===== src/rtl/input_buffer_ctrl.sv =====
// Router input-port controller: tracks an external flit RAM, parses packets and issues route requests.
// Latency: a flit written at edge t is at the front from cycle t+1; route request one cycle later.
// Backpressure: in_ready_o drops at DEPTH flits; front flit held while out_ready_i is low; credit per pop.
module input_buffer_ctrl #(
    parameter int DATA_WIDTH = 16,
    parameter int ADDR_WIDTH = 3,
    parameter int DEPTH      = 5,
    parameter int CNT_WIDTH  = $clog2(DEPTH + 1)
) (
    input  logic                  clk,
    input  logic                  reset,
    input  logic                  in_valid_i,
    output logic                  in_ready_o,
    output logic                  ram_wenable_o,
    output logic [ADDR_WIDTH-1:0] ram_waddr_o,
    output logic [ADDR_WIDTH-1:0] ram_raddr_o,
    input  logic [DATA_WIDTH-1:0] ram_rdata_i,
    output logic                  route_req_o,
    input  logic                  route_grant_i,
    output logic                  out_valid_o,
    input  logic                  out_ready_i,
    output logic                  credit_o,
    output logic [CNT_WIDTH-1:0]  count_o,
    output logic                  protocol_err_o
);
    typedef enum logic [1:0] {IDLE, ROUTE, ACTIVE} state_t;

    localparam logic [ADDR_WIDTH-1:0] LAST_ADDR = ADDR_WIDTH'(DEPTH - 1);
    localparam logic [CNT_WIDTH-1:0]  FULL_CNT  = CNT_WIDTH'(DEPTH);

    state_t                state;
    logic [ADDR_WIDTH-1:0] wr_ptr;
    logic [ADDR_WIDTH-1:0] rd_ptr;
    logic [CNT_WIDTH-1:0]  count;
    logic                  err;
    logic [1:0]            front_type;
    logic                  empty;
    logic                  front_is_head;
    logic                  front_is_last;
    logic                  push;
    logic                  pop;
    logic                  idle_drop;
    logic                  payload_unused;

    assign payload_unused = ^ram_rdata_i[DATA_WIDTH-3:0];

    // Type bit 1 marks a packet start (head, head+tail); bit 0 marks a packet end (tail, head+tail).
    assign front_type    = ram_rdata_i[DATA_WIDTH-1 -: 2];
    assign front_is_head = front_type[1];
    assign front_is_last = front_type[0];
    assign empty         = (count == '0);

    assign in_ready_o  = (count < FULL_CNT);
    assign push        = in_valid_i & in_ready_o & ~reset;
    assign out_valid_o = (state == ACTIVE) & ~empty & ~reset;
    assign idle_drop   = (state == IDLE) & ~empty & ~front_is_head & ~reset;
    assign pop         = idle_drop | (out_valid_o & out_ready_i);

    assign ram_wenable_o  = push;
    assign ram_waddr_o    = wr_ptr;
    assign ram_raddr_o    = rd_ptr;
    assign route_req_o    = (state == ROUTE) & ~reset;
    assign credit_o       = pop;
    assign count_o        = count;
    assign protocol_err_o = err;

    always_ff @(posedge clk) begin
        if (reset) begin
            state  <= IDLE;
            wr_ptr <= '0;
            rd_ptr <= '0;
            count  <= '0;
            err    <= 1'b0;
        end else begin
            if (push) begin
                wr_ptr <= (wr_ptr == LAST_ADDR) ? '0 : wr_ptr + 1'b1;
            end
            if (pop) begin
                rd_ptr <= (rd_ptr == LAST_ADDR) ? '0 : rd_ptr + 1'b1;
            end
            if (push && !pop) begin
                count <= count + 1'b1;
            end else if (pop && !push) begin
                count <= count - 1'b1;
            end
            if (idle_drop) begin
                err <= 1'b1;
            end
            case (state)
                IDLE:    if (!empty && front_is_head) state <= ROUTE;
                ROUTE:   if (route_grant_i) state <= ACTIVE;
                ACTIVE:  if (pop && front_is_last) state <= IDLE;
                default: state <= IDLE;
            endcase
        end
    end
endmodule


===== config.mk =====
export PLATFORM = sky130hd
export DESIGN_NAME = input_buffer_ctrl
export DESIGN_NICKNAME = d
export VERILOG_FILES = /design/src/rtl/input_buffer_ctrl.sv
export SDC_FILE = /design/constraint.sdc
export NUM_CORES = 1
export LEC_CHECK = 0
export CAP_MARGIN = 20
export CORE_ASPECT_RATIO = 1.1
export CORE_MARGIN = 5
export CORE_UTILIZATION = 29
export DETAILED_ROUTE_END_ITERATION = 10
export GPL_ROUTABILITY_DRIVEN = 0
export SYNTH_ARGS = -nofsm -noshare
export SYNTH_HDL_FRONTEND = slang
export SYNTH_SLANG_ARGS = --single-unit
export TNS_END_PERCENT = 50

===== constraint.sdc =====
create_clock -name clk -period 2.7 [get_ports clk]
set_input_delay 0.405 -clock clk [delete_from_list [all_inputs] [get_ports clk]]
set_output_delay 0.405 -clock clk [all_outputs]
set_load 0.01 [all_outputs]

==> metrics.md <==
| Metric | Value |
|---|---|
| Htree depth | `1` |
| Fin util | `43.8%` |
| Routed WL | `1520 um` |
| RSZ-0062 raised after global routing | `no` |
| Final Hold Viols | `0` |
| Post-synthesis cell area | `691 um2` |
| Peak Freq | `408 MHz` |
| First-pass GRT wire length | `2640 um` |
| Pin count of the biggest net entering global routing | `20` |
| Post-synth cell types | `28` |
| Max Cap Viol | `0` |
| Worst path required time | `2.30 ns` |
| Actual slew at the worst max-slew pin | `0.386 ns` |
| P per Cell Area | `744 nW/um2` |
| Logic gate share of total power | `47.3%` |
| Worst VDD drop | `350 uV` |
| Final setup TNS | `0 ns` |
| Slowest cell on crit path | `clkdlybuf4s50_1` |
| Via Count | `647` |
| Ant diodes | `0` |
| Routed WL per cell | `11.2 um` |
| Insertion delay to the later sink of the worst-skew pair | `0.27 ns` |
| Root buf cell | `clkbuf_4` |
| Syn avg cell area | `8.63 um2` |
| Vias in the first global route | `607` |
| Slew HR | `73.6%` |
| Crit path kind | `in -> out` |
| Fin crit share | `90.7%` |
| Clk_skew | `0.00267 ns` |
| CTS Buf Count | `3` |
| Worst Hold Class | `reg -> reg` |
| Register bit count reported by yosys | `12` |
| P_int | `0.467 mW` |
| Ports | `36` |
| Antenna violations before repair | `0` |
| IO buf count | `21` |
| Core area | `2270 um2` |
| Vias per cell | `4.76` |
| Crit path DAT | `2.04 ns` |
| Mapped Cells | `80` |
| Detail Route Antenna Nets | `0` |
| Cts hold-fix bufs | `0` |
| Total Nets Final | `135` |
| Sequential share of power | `37.7%` |
| Layout cells sized above 1 | `9.43%` |
| Initial Util | `30.4%` |
| Post-synth net total | `107` |
| Sequential fraction of the synthesis area | `34.8%` |
| Register area | `240 um2` |
| Total global routing overflow | `0` |
| Area of the multi-input gates | `409 um2` |
| Area grow syn2layout | `44.2%` |
| Clk network pwr share | `15.1%` |
| Final setup fails | `0` |
| Post-CTS setup buffers | `0` |
| Critical Path Most Common Cell | `clkdlybuf4s50_1` |
| Startpoint Class | `input pin` |
| Clock Sinks | `12` |
| Worst Setup End Kind | `primary output` |
| Die H | `61.2 um` |
| Final Max Tran Viols | `0` |
| Post-CTS sizing | `0` |
| Crit path cell chain | `clkdlybuf4s50_1, or2_4, a211o_1, nor2_1, clkdlybuf4s50_1` |
| Clock tree buffer depth | `2` |
| CP max FO | `3` |
| Crit path largest cell delay | `0.54 ns` |
| Row count | `18` |
| Run status | `finished, final reports clean` |
| Die W | `56.5 um` |
| Die area | `3460 um2` |
| Post-layout min period | `2.45 ns` |
| P_sw | `0.274 mW` |
| Synth warn | `0` |
| Leak pwr | `0.386 nW` |
| Post-detail-place hpwl | `1140 um` |
| Drt drc | `0` |
| Net Sw Frac | `37.0%` |
| Fillers | `234` |
| DRT iter0 DRCs | `4` |
| GRT Total Usage | `10.0%` |
| CTS tree | `built` |
| Worst-path clk slew | `0.07 ns` |
| Drt pass-1 iters | `4` |
==> cells in the mapped netlist, drive strengths merged <==
cell type	number	area share, %
dfxtp	12	35
inv	9	4.9
nor2	7	3.8
ha	5	9.1
nor3	5	4.3
o21ai	5	3.6
a21oi	4	2.9
nand2b	4	3.6
a31oi	3	2.7
mux2i	3	4.3
a211o	2	2.5
clkbuf	2	1.1
nand2	2	1.1
nand3	2	1.4
or3	2	1.8
xor2	2	2.5
a2111oi	1	1.3
a211oi	1	1.8
a2bb2oi	1	1.3
fa	1	2.9
nor2b	1	0.91
nor3b	1	1.1
nor4b	1	1.3
o21a	1	1.1
o32ai	1	1.3
or2	1	1.3
or3b	1	1.3
==> flip-flops by register name, indices dropped and copies added, names as in the netlist <==
signal          flops
protocol_err_o      1
ram_raddr_o         3
state               2
count_o             3
ram_waddr_o         3
==> final timing paths <==
kind / startpoint / endpoint / slack, ns / cells after the start
setup / recovery: ram_rdata_i[15] / credit_o / 0.25 / 5
hold / removal: protocol_err_o$_SDFFE_PP0P_ / protocol_err_o$_SDFFE_PP0P_ / 0.49 / 2
setup reg to reg: count_o[0]$_SDFFE_PP0P_ / count_o[2]$_SDFFE_PP0P_ / 0.48 / 8
hold reg to reg: protocol_err_o$_SDFFE_PP0P_ / protocol_err_o$_SDFFE_PP0P_ / 0.49 / 2
==> cells in the final DEF (no fill, tap or decap), types with 2 or more instances in the layout <==
cell,instances
a31oi_1,3
dfxtp_1,12
o21ai_0,5
nand3_1,2
clkdlybuf4s50_1,21
nand2_1,2
nor3_1,4
clkbuf_4,3
mux2i_1,3
buf_4,3
inv_1,9
or3_1,2
xor2_1,2
nand2b_1,4
a211o_1,2
nor2_1,7
a21oi_1,4
ha_1,5
==> kinds of logic (layout without fill, tap and decap cells) <==
family / count (synthesis) / count (layout) / share of synthesized area, %
simple gates: 27 / 27 / 21.9
compound gates: 19 / 19 / 18.5
flops: 12 / 12 / 34.8
buf+inv: 11 / 37 / 5.98
fa+ha+maj: 6 / 6 / 12.0
mux: 3 / 3 / 4.35
xor+xnor: 2 / 2 / 2.54
==> power groups by stage <==
stage / Clock (mW) / Sequential [mW] / Combinational [mW]
global route: 0.129 / 0.289 / 0.389
detailed placement: 0 / 0.284 / 0.351
CTS: 0.123 / 0.280 / 0.354
finish: 0.112 / 0.279 / 0.350
global placement: 0 / 0.282 / 0.350
floorplan: 0 / 0.288 / 0.195
==> final cells by class <==
class	instances	share of cell area, %
inverter	9	3.39
multi-input combinational	57	41.1
clock buffer	3	2.26
sequential	12	24.1
timing repair buffer	25	25.4
tap	30	3.77
==> worst max-delay path: cells and delay by family <==
kind | cells | cell delay (ns)
simple gates | 2 | 0.35
buf+inv | 2 | 0.98
compound gates | 1 | 0.30
==> routing by layer <==
layer  global-route usage [%]  vias up  wire [um]
li1                         -      333          -
met1                     11.5      288        746
met2                     15.7       22        639
met3                     2.94        4         98
met4                     8.14        0         33
met5                        0        -          0
==> per-stage QoR <==
stage | total power [mW] | setup slack [ns] | cells | cell area, um2 | hold WS [ns]
2_1_floorplan | 0.483 | 0.238 | 80 | 691 | 0.492
3_3_place_gp | 0.632 | 0.139 | 133 | 973 | 0.451
3_5_place_dp | 0.635 | 0.137 | 133 | 973 | 0.469
4_1_cts | 0.756 | 0.242 | 136 | 996 | 0.489
5_1_grt | 0.808 | 0.182 | 136 | 996 | 0.545
6_report | 0.741 | 0.250 | 136 | 996 | 0.490
No activity file was read; power rests on OpenSTA's default activity.
